--- src/rtl/uart_data_checker_sat_counter.sv ---
// Saturating up-counter: holds at all-ones instead of wrapping.
module sat_counter #(
  parameter int CNT_W = 16
) (
  input  logic             clk,
  input  logic             reset,
  input  logic             i_inc,
  output logic [CNT_W-1:0] o_q
);

  logic [CNT_W-1:0] r_q;
  logic             w_at_max;

  assign w_at_max = (r_q == {CNT_W{1'b1}});
  assign o_q      = r_q;

  always_ff @(posedge clk or negedge reset) begin
    if (!reset) begin
      r_q <= '0;
    end else if (i_inc && !w_at_max) begin
      r_q <= r_q + CNT_W'(1);
    end
  end

endmodule

--- config.mk ---
export PLATFORM = sky130hd
export DESIGN_NAME = sat_counter
export DESIGN_NICKNAME = d
export VERILOG_FILES = /design/src/rtl/uart_data_checker_sat_counter.sv
export SDC_FILE = /design/constraint.sdc
export NUM_CORES = 1
export LEC_CHECK = 0
export ABC_AREA = 1
export CAP_MARGIN = 10
export CELL_PAD_IN_SITES_DETAIL_PLACEMENT = 1
export CELL_PAD_IN_SITES_GLOBAL_PLACEMENT = 1
export CORE_MARGIN = 10
export CORE_UTILIZATION = 38
export DETAILED_ROUTE_END_ITERATION = 10
export MAX_ROUTING_LAYER = met4
export PLACE_DENSITY_LB_ADDON = 0.1
export SLEW_MARGIN = 30
export SYNTH_ARGS = -nofsm -noshare
export SYNTH_HDL_FRONTEND = slang
export SYNTH_SLANG_ARGS = --single-unit
--- constraint.sdc ---
create_clock -name clk -period 4.1 [get_ports clk]
set_input_delay 0.82 -clock clk [delete_from_list [all_inputs] [get_ports clk]]
set_output_delay 0.82 -clock clk [all_outputs]
set_load 0.01 [all_outputs]
# Yosys cells after proc, flatten, opt, wreduce, memory -nomap -nowiden
# Cells that the tools add are included.
# totals
ff_bits	16
inputBits	3
word_cells	5
# classes
add_sub_neg	1
eq_ne	1
n_reduce_logical	2
# ops
cell	count
$add 16x1->16 const B	1
$eq 16x16->1 const B	1
$logic_and 1x1->1	1
$logic_not 1->1	1

# Depth between registers and ports, before layout
# Gate-level depths: netlist of the first run.
# depth
ltp_word	3
mapped_depth	9

# Least setup slack after synthesis of the first run
# Ideal clock, no wire load.
# synth_path
path_type	input-to-reg
from	input i_inc
to	register r_q[15], in the netlist o_q[15]
setup_time_ns	0.117
arrival_time_ns	1.370
path_slack_ns	2.614
cell_stages	7
path_buffers	0
path_cell_list	nand2_1 nor2_1 nand2_1 nor2_2 nand3_1 nand2_1 nand2_1
# synth_via
elab_chain_cells	1
# synth_rtl
element	line	source
start, declared	7	input logic i_inc,
$logic_and 1x1->1	20	end else if (i_inc && !w_at_max) begin
end signal, assigned	21	r_q <= r_q + CNT_W'(1);
end, declared	11	logic [CNT_W-1:0] r_q;
# No other way between the ends.
# A chain may end at the register's enable or synchronous reset.

# Worst setup path in the final report of the first run
# layout_path
from	register r_q[2], in the netlist o_q[2]
to	output o_q[2]
# layout_lines
element	line	source
end, declared	8	output logic [CNT_W-1:0] o_q
# No word-level cell between the ends.

==> results_dict.tcl, run 1 <==
set metrics [dict create \
    status "finished clean" \
    fill_cells 350 \
    coreArea_sq_um 2520 \
    crit_type "flop to primary output" \
    synth_area_sq_um 1030 \
    hold_violations 0 \
    vias 1015 \
    synth_edf_count 0 \
    fmax_mhz 447 \
    drv_slew 0 \
    synth_cell_types 19 \
    initial_utilization 0.408 \
    drtPass1Iterations 4 \
    worst-path-buf-inv 1 \
    grt_overflow 0 \
    die_area_sq_um 5190 \
    power.density_nw_per_um2 363 \
    dp_hpwl_um 2220 \
    hold_class "flop to flop" \
    rsz0062_at_grt "false" \
    post-cts-setup-buffers 0 \
    row_count 18 \
    cts_root_buffer "clkbuf_4" \
    ir_worst_vdd_v 0.000257 \
    seq_area_sq_um 400 \
    routed_wl_um 2830 \
    crit_path_start_kind "flop" \
    grt_start_max_net_pins 17 \
    worstPathMaxFanout 8 \
    cp_slowest_cell "clkdlybuf4s50_1" \
    drt-vias-per-instance 5.00 \
    grt_pass1_vias 1132 \
    syn-mean-instance-area_sq_um 6.77 \
    skew_ns 0.00507 \
    gp_congestion 0.805 \
    worstPathRequired_ns 3.28 \
    grt_usage 0.126 \
    leakage_uw 0.000593 \
    htreeDepth 1 \
    clk_latency_ns 0.30 \
    yosysTopAreaCellShare 0.389 \
    setup_tns_ns 0 \
    yosys_warnings 0 \
    syn_nets 156 \
    wire_per_inst_um 14.0 \
    synthTopCellsByArea "dfrtp_1, nand2_1, nor2_1" \
    fin_util 0.505 \
    cts.reportedPaths.clkPinSlew_ns 0.12 \
    antenna_found_initial 0 \
    multiInputGateArea_sq_um 559 \
    cts_buffers 3 \
    grt_pass1_wl_um 5200 \
    die_w_um 72.0 \
    async_reset_ff_frac 1.00 \
    yosysTopAreaCell "dfrtp_1" \
    critPathCaptureType "primary output" \
    drc 0 \
    antenna_cells 0 \
    holdBufCountCts 0 \
    synth-main-ff-cell "dfrtp_1" \
    synth-seq-area-share 0.389 \
    slowest_delay_ns 0.60 \
    final-setup-viol-count 0 \
    max_cap_viol_count 0 \
    cts_buffer_depth 2 \
    period_minus_slack_ns 2.23 \
    cts_tree "yes" \
    r2r_setup_slack_ns 2.45 \
    critPathTopFamily "buffers and inverters" \
    post-route-period-util 0.545 \
    cp_data_arrival_time_ns 1.41 \
    portBuffers 18 \
    nNetsFinal 178 \
    crit_chain "clkdlybuf4s50_1" \
    ctsResizeCount 0 \
    die_h_um 72.0 \
    clock-sinks 16 \
    drive_gt1_frac 0.104 \
    pin_count 19 \
    worst_pin_slew_ns 0.780 \
    drt_iter0_markers 42 \
    ant_nets 0 \
    relSlewSlack 0.478 \
    area_growth_pct 24.0 \
    synth_cells 152 \
    largest_reg_flops 16 \
    ys_ff_latch 16 \
]
==> synthesized netlist by cell type (3+ instances only) <==
library cell  number
nand2_1           69
nand4_1            6
nor2_2             4
o21ai_1            3
nand2_2            3
dfrtp_1           16
nor2_1            14
nand3_1            8
inv_1             13
nand3b_1           3
==> logic make-up (layout without fill, tap and decap cells) <==
logic type | count (synthesis) | after routing | synth area share
adder cells (fa/ha/maj) | 1 | 1 | 0.0122
flip-flops | 16 | 16 | 0.389
buffers and inverters | 17 | 38 | 0.0669
AND/OR/NAND/NOR | 111 | 111 | 0.487
AO/OA/AOI/OAI | 4 | 4 | 0.0195
XOR/XNOR | 3 | 3 | 0.0256
==> metal layers <==
layer | global-route usage | share of wire | routed length, um | up-vias
li1 | - | - | - | 517
met1 | 0.141 | 0.45 | 1290 | 480
met2 | 0.213 | 0.49 | 1390 | 14
met3 | 0.0286 | 0.044 | 126 | 4
met4 | 0.0516 | 0.013 | 36 | 0
met5 | - | 0 | 0 | -
==> cell usage in the layout, fill, tap and decap left out <==
| master | instances |
|---|---|
| dfrtp_1 | 16 |
| clkbuf_4 | 3 |
| nand3b_1 | 3 |
| nand2_4 | 2 |
| nor2_1 | 14 |
| nand3_1 | 8 |
| nand2_2 | 3 |
| o21ai_0 | 1 |
| nand2_1 | 69 |
| nor2_4 | 2 |
| clkinv_2 | 1 |
| inv_2 | 2 |
| ha_1 | 1 |
| clkbuf_8 | 1 |
| o21ai_1 | 3 |
| xor2_1 | 2 |
| nand4_1 | 6 |
| clkdlybuf4s50_1 | 18 |
| xnor2_1 | 1 |
| nor2_2 | 4 |
| inv_1 | 13 |
==> cell type report <==
cell class	instances	area share
Inverter	16	0.0481
Multi-Input combinational cell	119	0.439
Tap cell	30	0.0294
Clock buffer	4	0.0285
Sequential cell	16	0.314
Timing Repair Buffer	18	0.141
==> power breakdown <==
part / switching (uW) / leakage [uW] / internal (uW) / total, uW
clock network: 62.0 / 0.0000210 / 54.2 / 116
registers: 39.7 / 0.000215 / 180 / 220
logic: 59.9 / 0.000357 / 67.3 / 127
total: 162 / 0.000593 / 302 / 463
==> stage by stage <==
step           hold slack, ns  instance area (sq um)  std cells  setup WS, ns  total power (uW)
6_report                0.534                   1270        203          1.87               463
5_1_grt                 0.589                   1270        203          1.81               493
4_1_cts                 0.544                   1270        203          1.85               470
3_5_place_dp            0.516                   1240        199          1.90               353
3_3_place_gp            0.506                   1240        199          1.97               348
2_1_floorplan           0.524                   1030        152          2.61               287
==> worst register-to-register path: stages, from the launching register on <==
cell	delay, ns
dfrtp_1	0.46
ha_1	0.33
nand3_1	0.17
nor2_1	0.26
nand3_1	0.11
nand2_1	0.08
nand2_1	0.05
nand2_1	0.05
nand2_1	0.04
==> final timing paths <==
path	endpoint	startpoint	cells after the start
min reg2reg	o_q[15]	o_q[15]	2
max in group asynchronous	o_q[5]	reset	1
min	o_q[15]	o_q[15]	2
max	o_q[2]	o_q[2]	1
max reg2reg	o_q[14]	o_q[0]	8
min in group asynchronous	o_q[9]	reset	1
Note: power is estimated with default switching activity, not from simulation.
==> run 2, diff against run 1 <==
--- a/config.mk
+++ b/config.mk
@@ -10,7 +10,7 @@
 export CELL_PAD_IN_SITES_DETAIL_PLACEMENT = 1
 export CELL_PAD_IN_SITES_GLOBAL_PLACEMENT = 1
 export CORE_MARGIN = 10
-export CORE_UTILIZATION = 38
+export CORE_UTILIZATION = 32
 export DETAILED_ROUTE_END_ITERATION = 10
 export MAX_ROUTING_LAYER = met4
 export PLACE_DENSITY_LB_ADDON = 0.1
==> constraint.sdc (replaced) <==
create_clock -name clk -period 1.9 [get_ports clk]
set_input_delay 0.38 -clock clk [delete_from_list [all_inputs] [get_ports clk]]
set_output_delay 0.38 -clock clk [all_outputs]
set_load 0.01 [all_outputs]
==> run 2 against run 1 <==
  * Worst setup slack lost 1.7 ns
  * Power grew 110%
  * Critical path depth is the same
  * Flip-flop and latch count is the same
  * Sequential share of layout area shrank 0.60 points
  * Cell area grew 2.0%
  * Register-to-register slack lost 2.2 ns
  * Sequential power grew 120%
  * Global-route usage shrank 2.3 points
  * Combinational power grew 120%
  * Clock power grew 100%
  * Die area grew 13%
  * Largest power group unchanged
==> results_dict.tcl, run 2 (same netlist as run 1, synthesis figures left out) <==
set metrics [dict create \
    hold_class "input port to asynchronous set/reset pin" \
    fin_util 0.426 \
    fin_ws_ns 0.130 \
    worst-path-buf-inv 1 \
    clk_latency_ns 0.29 \
    routed_wl_um 2790 \
    cts_tree "yes" \
    antenna_cells 0 \
    layout_commonest_cell "nand2_1" \
    clock-sinks 16 \
    power.density_nw_per_um2 756 \
    pre_cts_ws_ns 0.147 \
    area_growth_pct 26.4 \
    gp_congestion 0.752 \
    ant_nets 0 \
    worstPathRequired_ns 1.52 \
    cts.reportedPaths.clkPinSlew_ns 0.10 \
    worst_pin_slew_ns 0.264 \
    place_area_sq_um 1260 \
    reg2reg_to "o_q[14]" \
    drive_gt1_frac 0.109 \
    leakage_uw 0.000598 \
    wire_per_inst_um 12.8 \
    critPathTopFamily "buffers and inverters" \
    drt-vias-per-instance 4.57 \
    grt_usage 0.103 \
    drv_slew 0 \
    htreeDepth 1 \
    skew_ns 0.00312 \
    fin_area_sq_um 1300 \
    drt_iter0_markers 27 \
    crit_path_start_kind "flop" \
    nNetsFinal 179 \
    worstPathMaxFanout 8 \
    relSlewSlack 0.823 \
    slowest_delay_ns 0.60 \
    cts_root_buffer "clkbuf_4" \
    crit_type "flop to primary output" \
    dp_hpwl_um 2230 \
    pin_count 19 \
    drc 0 \
    cts_buffer_depth 2 \
    ir_worst_vdd_v 0.000484 \
    grt_pass1_wl_um 4880 \
    fmax_mhz 565 \
    cp_slowest_cell "clkdlybuf4s50_1" \
    holdBufCountCts 0 \
    setup_tns_ns 0 \
    drtPass1Iterations 4 \
    post-cts-setup-buffers 0 \
    grt_overflow 0 \
    die_w_um 76.7 \
    vias 997 \
    cp_data_arrival_time_ns 1.39 \
    die_h_um 76.7 \
    grt_pass1_vias 1050 \
    critPathCaptureType "primary output" \
    period_minus_slack_ns 1.77 \
    max_cap_viol_count 0 \
    rsz0062_at_grt "false" \
    status "finished clean" \
    fill_cells 409 \
    r2r-start "o_q[0]" \
    hold_violations 0 \
    ff2ff_path_depth 8 \
    portBuffers 18 \
    post-route-period-util 0.931 \
    largest_reg_flops 16 \
    power_uw 983 \
    cts_buffers 3 \
    ctsResizeCount 0 \
    row_count 20 \
    grt_start_max_net_pins 17 \
    coreArea_sq_um 3050 \
    final-setup-viol-count 0 \
    die_area_sq_um 5880 \
    r2r_setup_slack_ns 0.28 \
    crit_chain "clkdlybuf4s50_1" \
    antenna_found_initial 0 \
    final_cell_mix "nand2_1, clkdlybuf4s50_1, dfrtp_1" \
    initial_utilization 0.337 \
]
-- run 2: cell count changes in the layout (fill, tap and decap cells not counted), sizes merged --
cell,before,now
buf,0,1
-- run 2: area by class of cell --
| type | instances | area, sq um | share of cell area |
|---|---|---|---|
| Timing Repair Buffer | 19 | 188 | 0.144 |
| Sequential cell | 16 | 400 | 0.308 |
| Tap cell | 44 | 55.1 | 0.0423 |
| Multi-Input combinational cell | 119 | 559 | 0.430 |
| Inverter | 16 | 61.3 | 0.0472 |
| Clock buffer | 4 | 36.3 | 0.0279 |
-- run 2: how the worst max path moves through the flow --
stage                   end    from  cells after the start  slack, ns
global placement    o_q[15]   i_inc                      8       0.21
CTS                  o_q[2]  o_q[2]                      1       0.10
finish               o_q[2]  o_q[2]                      1       0.13
floorplan           o_q[14]  o_q[1]                      8       0.50
global route         o_q[2]  o_q[2]                      1       0.04
detailed placement  o_q[15]   i_inc                      8       0.15
-- run 2: power breakdown --
part	switching, uW	internal [uW]
Sequential	85.3	389
Combinational	130	146
Clock	116	117
Total	331	652
-- run 2: worst register-to-register path, cell delays in order, from the launching register on --
cell and delay (ns):
dfrtp_1 0.45, ha_1 0.33, nand3_1 0.16, nor2_1 0.25, nand3_1 0.12, nand2_1 0.08, nand2_1 0.05, nand2_1 0.05
nand2_1 0.05
-- run 2: metrics by stage --
step                hold slack [ns]  std cells
CTS                           0.397        218
detailed placement            0.519        214
floorplan                    0.0844        152
global placement              0.514        214
global route                  0.408        218
finish                        0.409        218
-- run 2: layer usage --
| layer | GRT usage | wire, um |
|---|---|---|
| met5 | - | 0 |
| met4 | 0.0390 | 46 |
| met3 | 0.0280 | 118 |
| met2 | 0.165 | 1370 |
| met1 | 0.121 | 1260 |
==> run 3, diff against run 2 <==
--- a/config.mk
+++ b/config.mk
@@ -12,7 +12,6 @@
 export CORE_MARGIN = 10
 export CORE_UTILIZATION = 32
 export DETAILED_ROUTE_END_ITERATION = 10
-export MAX_ROUTING_LAYER = met4
 export PLACE_DENSITY_LB_ADDON = 0.1
 export SLEW_MARGIN = 30
 export SYNTH_ARGS = -nofsm -noshare
==> run 3 against run 2 <==
  * Non-clock buffer count is the same
  * Worst setup slack is essentially flat
  * Power is essentially flat
  * Clock power is essentially flat
  * Critical endpoint unchanged
  * Largest cell class unchanged
  * Highest routed layer unchanged
==> results_dict.tcl, run 3 (same netlist as run 1, synthesis figures left out) <==
set metrics [dict create \
    cts_tree "yes" \
    seq_area_sq_um 400 \
    skew_ns 0.00311 \
    worst_pin_slew_ns 0.264 \
    grt_usage 0.101 \
    fill_cells 409 \
    cp_data_arrival_time_ns 1.39 \
    worst-path-buf-inv 1 \
    grt_start_max_net_pins 17 \
    rsz0062_at_grt "false" \
    final-setup-viol-count 0 \
    largest_reg_flops 16 \
    holdWs_ns 0.409 \
    portBuffers 18 \
    htreeDepth 1 \
    antenna_cells 0 \
    p_switching_uw 332 \
    drive_gt1_frac 0.109 \
    crit_chain "clkdlybuf4s50_1" \
    nNetsFinal 179 \
    worstPathMaxFanout 8 \
    post-route-period-util 0.931 \
    cts_root_buffer "clkbuf_4" \
    antenna_found_initial 0 \
    crit_type "flop to primary output" \
    swShare 0.337 \
    cts_buffers 3 \
    clock-sinks 16 \
    ant_nets 0 \
    die_area_sq_um 5880 \
    worstPathRequired_ns 1.52 \
    status "finished clean" \
    coreArea_sq_um 3050 \
    clkPwrFrac 0.237 \
    grt_pass1_wl_um 4880 \
    drv_slew 0 \
    post-cts-setup-buffers 0 \
    drt-vias-per-instance 4.57 \
    cts_buffer_depth 2 \
    ir_worst_vdd_v 0.000484 \
    slowest_delay_ns 0.60 \
    pwr-share-comb 0.281 \
    cts.reportedPaths.clkPinSlew_ns 0.10 \
    critPathTopFamily "buffers and inverters" \
    drtPass1Iterations 4 \
    die_w_um 76.7 \
    fmax_mhz 565 \
    final_cell_mix "nand2_1, clkdlybuf4s50_1, dfrtp_1" \
    cp_slowest_cell "clkdlybuf4s50_1" \
    drt_iter0_markers 27 \
    p_int_uw 652 \
    hold_class "input port to asynchronous set/reset pin" \
    grt_overflow 0 \
    leakage_uw 0.000598 \
    dp_hpwl_um 2230 \
    vias 997 \
    die_h_um 76.7 \
    drc 0 \
    grt_pass1_vias 1051 \
    holdBufCountCts 0 \
    seqPwrFrac 0.482 \
    pin_count 19 \
    layout_commonest_cell "nand2_1" \
    period_minus_slack_ns 1.77 \
    max_cap_viol_count 0 \
    row_count 20 \
    pre_cts_ws_ns 0.147 \
    crit_path_start_kind "flop" \
    wire_per_inst_um 12.8 \
    gp_congestion 0.743 \
    setup_tns_ns 0 \
    initial_utilization 0.337 \
    area_growth_pct 26.4 \
    ctsResizeCount 0 \
    fin_ws_ns 0.130 \
    hold_violations 0 \
    multiInputGateArea_sq_um 559 \
    power.density_nw_per_um2 757 \
    routed_wl_um 2800 \
    relSlewSlack 0.823 \
    critPathCaptureType "primary output" \
    clk_latency_ns 0.29 \
]
==> run 3: cell counts in the layout (fill, tap and decap cells not counted) <==
No cell type changed its count.
==> run 3: worst paths after layout <==
| kind | slack [ns] | end | cells past startpoint | from |
|---|---|---|---|---|
| setup / recovery | 0.13 | o_q[2] | 1 | o_q[2] |
| hold / removal | 0.41 | o_q[4] | 2 | reset |
| setup reg to reg | 0.28 | o_q[14] | 8 | o_q[0] |
| hold reg to reg | 0.54 | o_q[15] | 2 | o_q[15] |
| max in group asynchronous | 1.30 | o_q[1] | 2 | reset |
| min in group clk | 0.54 | o_q[15] | 2 | o_q[15] |
==> run 3: metrics by stage <==
stage               std cells  total power (uW)  utilization  cell area, sq um
finish                    218               984        0.426              1300
global route              218              1070        0.426              1300
CTS                       218              1010        0.426              1300
detailed placement        214               762        0.414              1260
global placement          214               757        0.414              1260
floorplan                 152               619            -              1030
==> run 3: cell type report <==
cell class,count,share of cell area
clock buffers,4,0.0279
inverters,16,0.0472
multi-input cells,119,0.430
flip-flops and latches,16,0.308
well taps,44,0.0423
repair buffers,19,0.144
==> run 3: power by group through the flow <==
stage          combinational, uW  clock, uW  sequential [uW]
6_report                     276        233              474
3_5_place_dp                 281          0              482
4_1_cts                      283        251              476
2_1_floorplan                146          0              473
5_1_grt                      312        269              493
3_3_place_gp                 278          0              478
==> run 3: layer usage <==
layer  up-vias  part of all wire  track usage
met5         -                 0            0
met2        14              0.49        0.165
met1       464              0.44        0.117
met3         5             0.058       0.0350
li1        514                 -            -
met4         0             0.016       0.0390
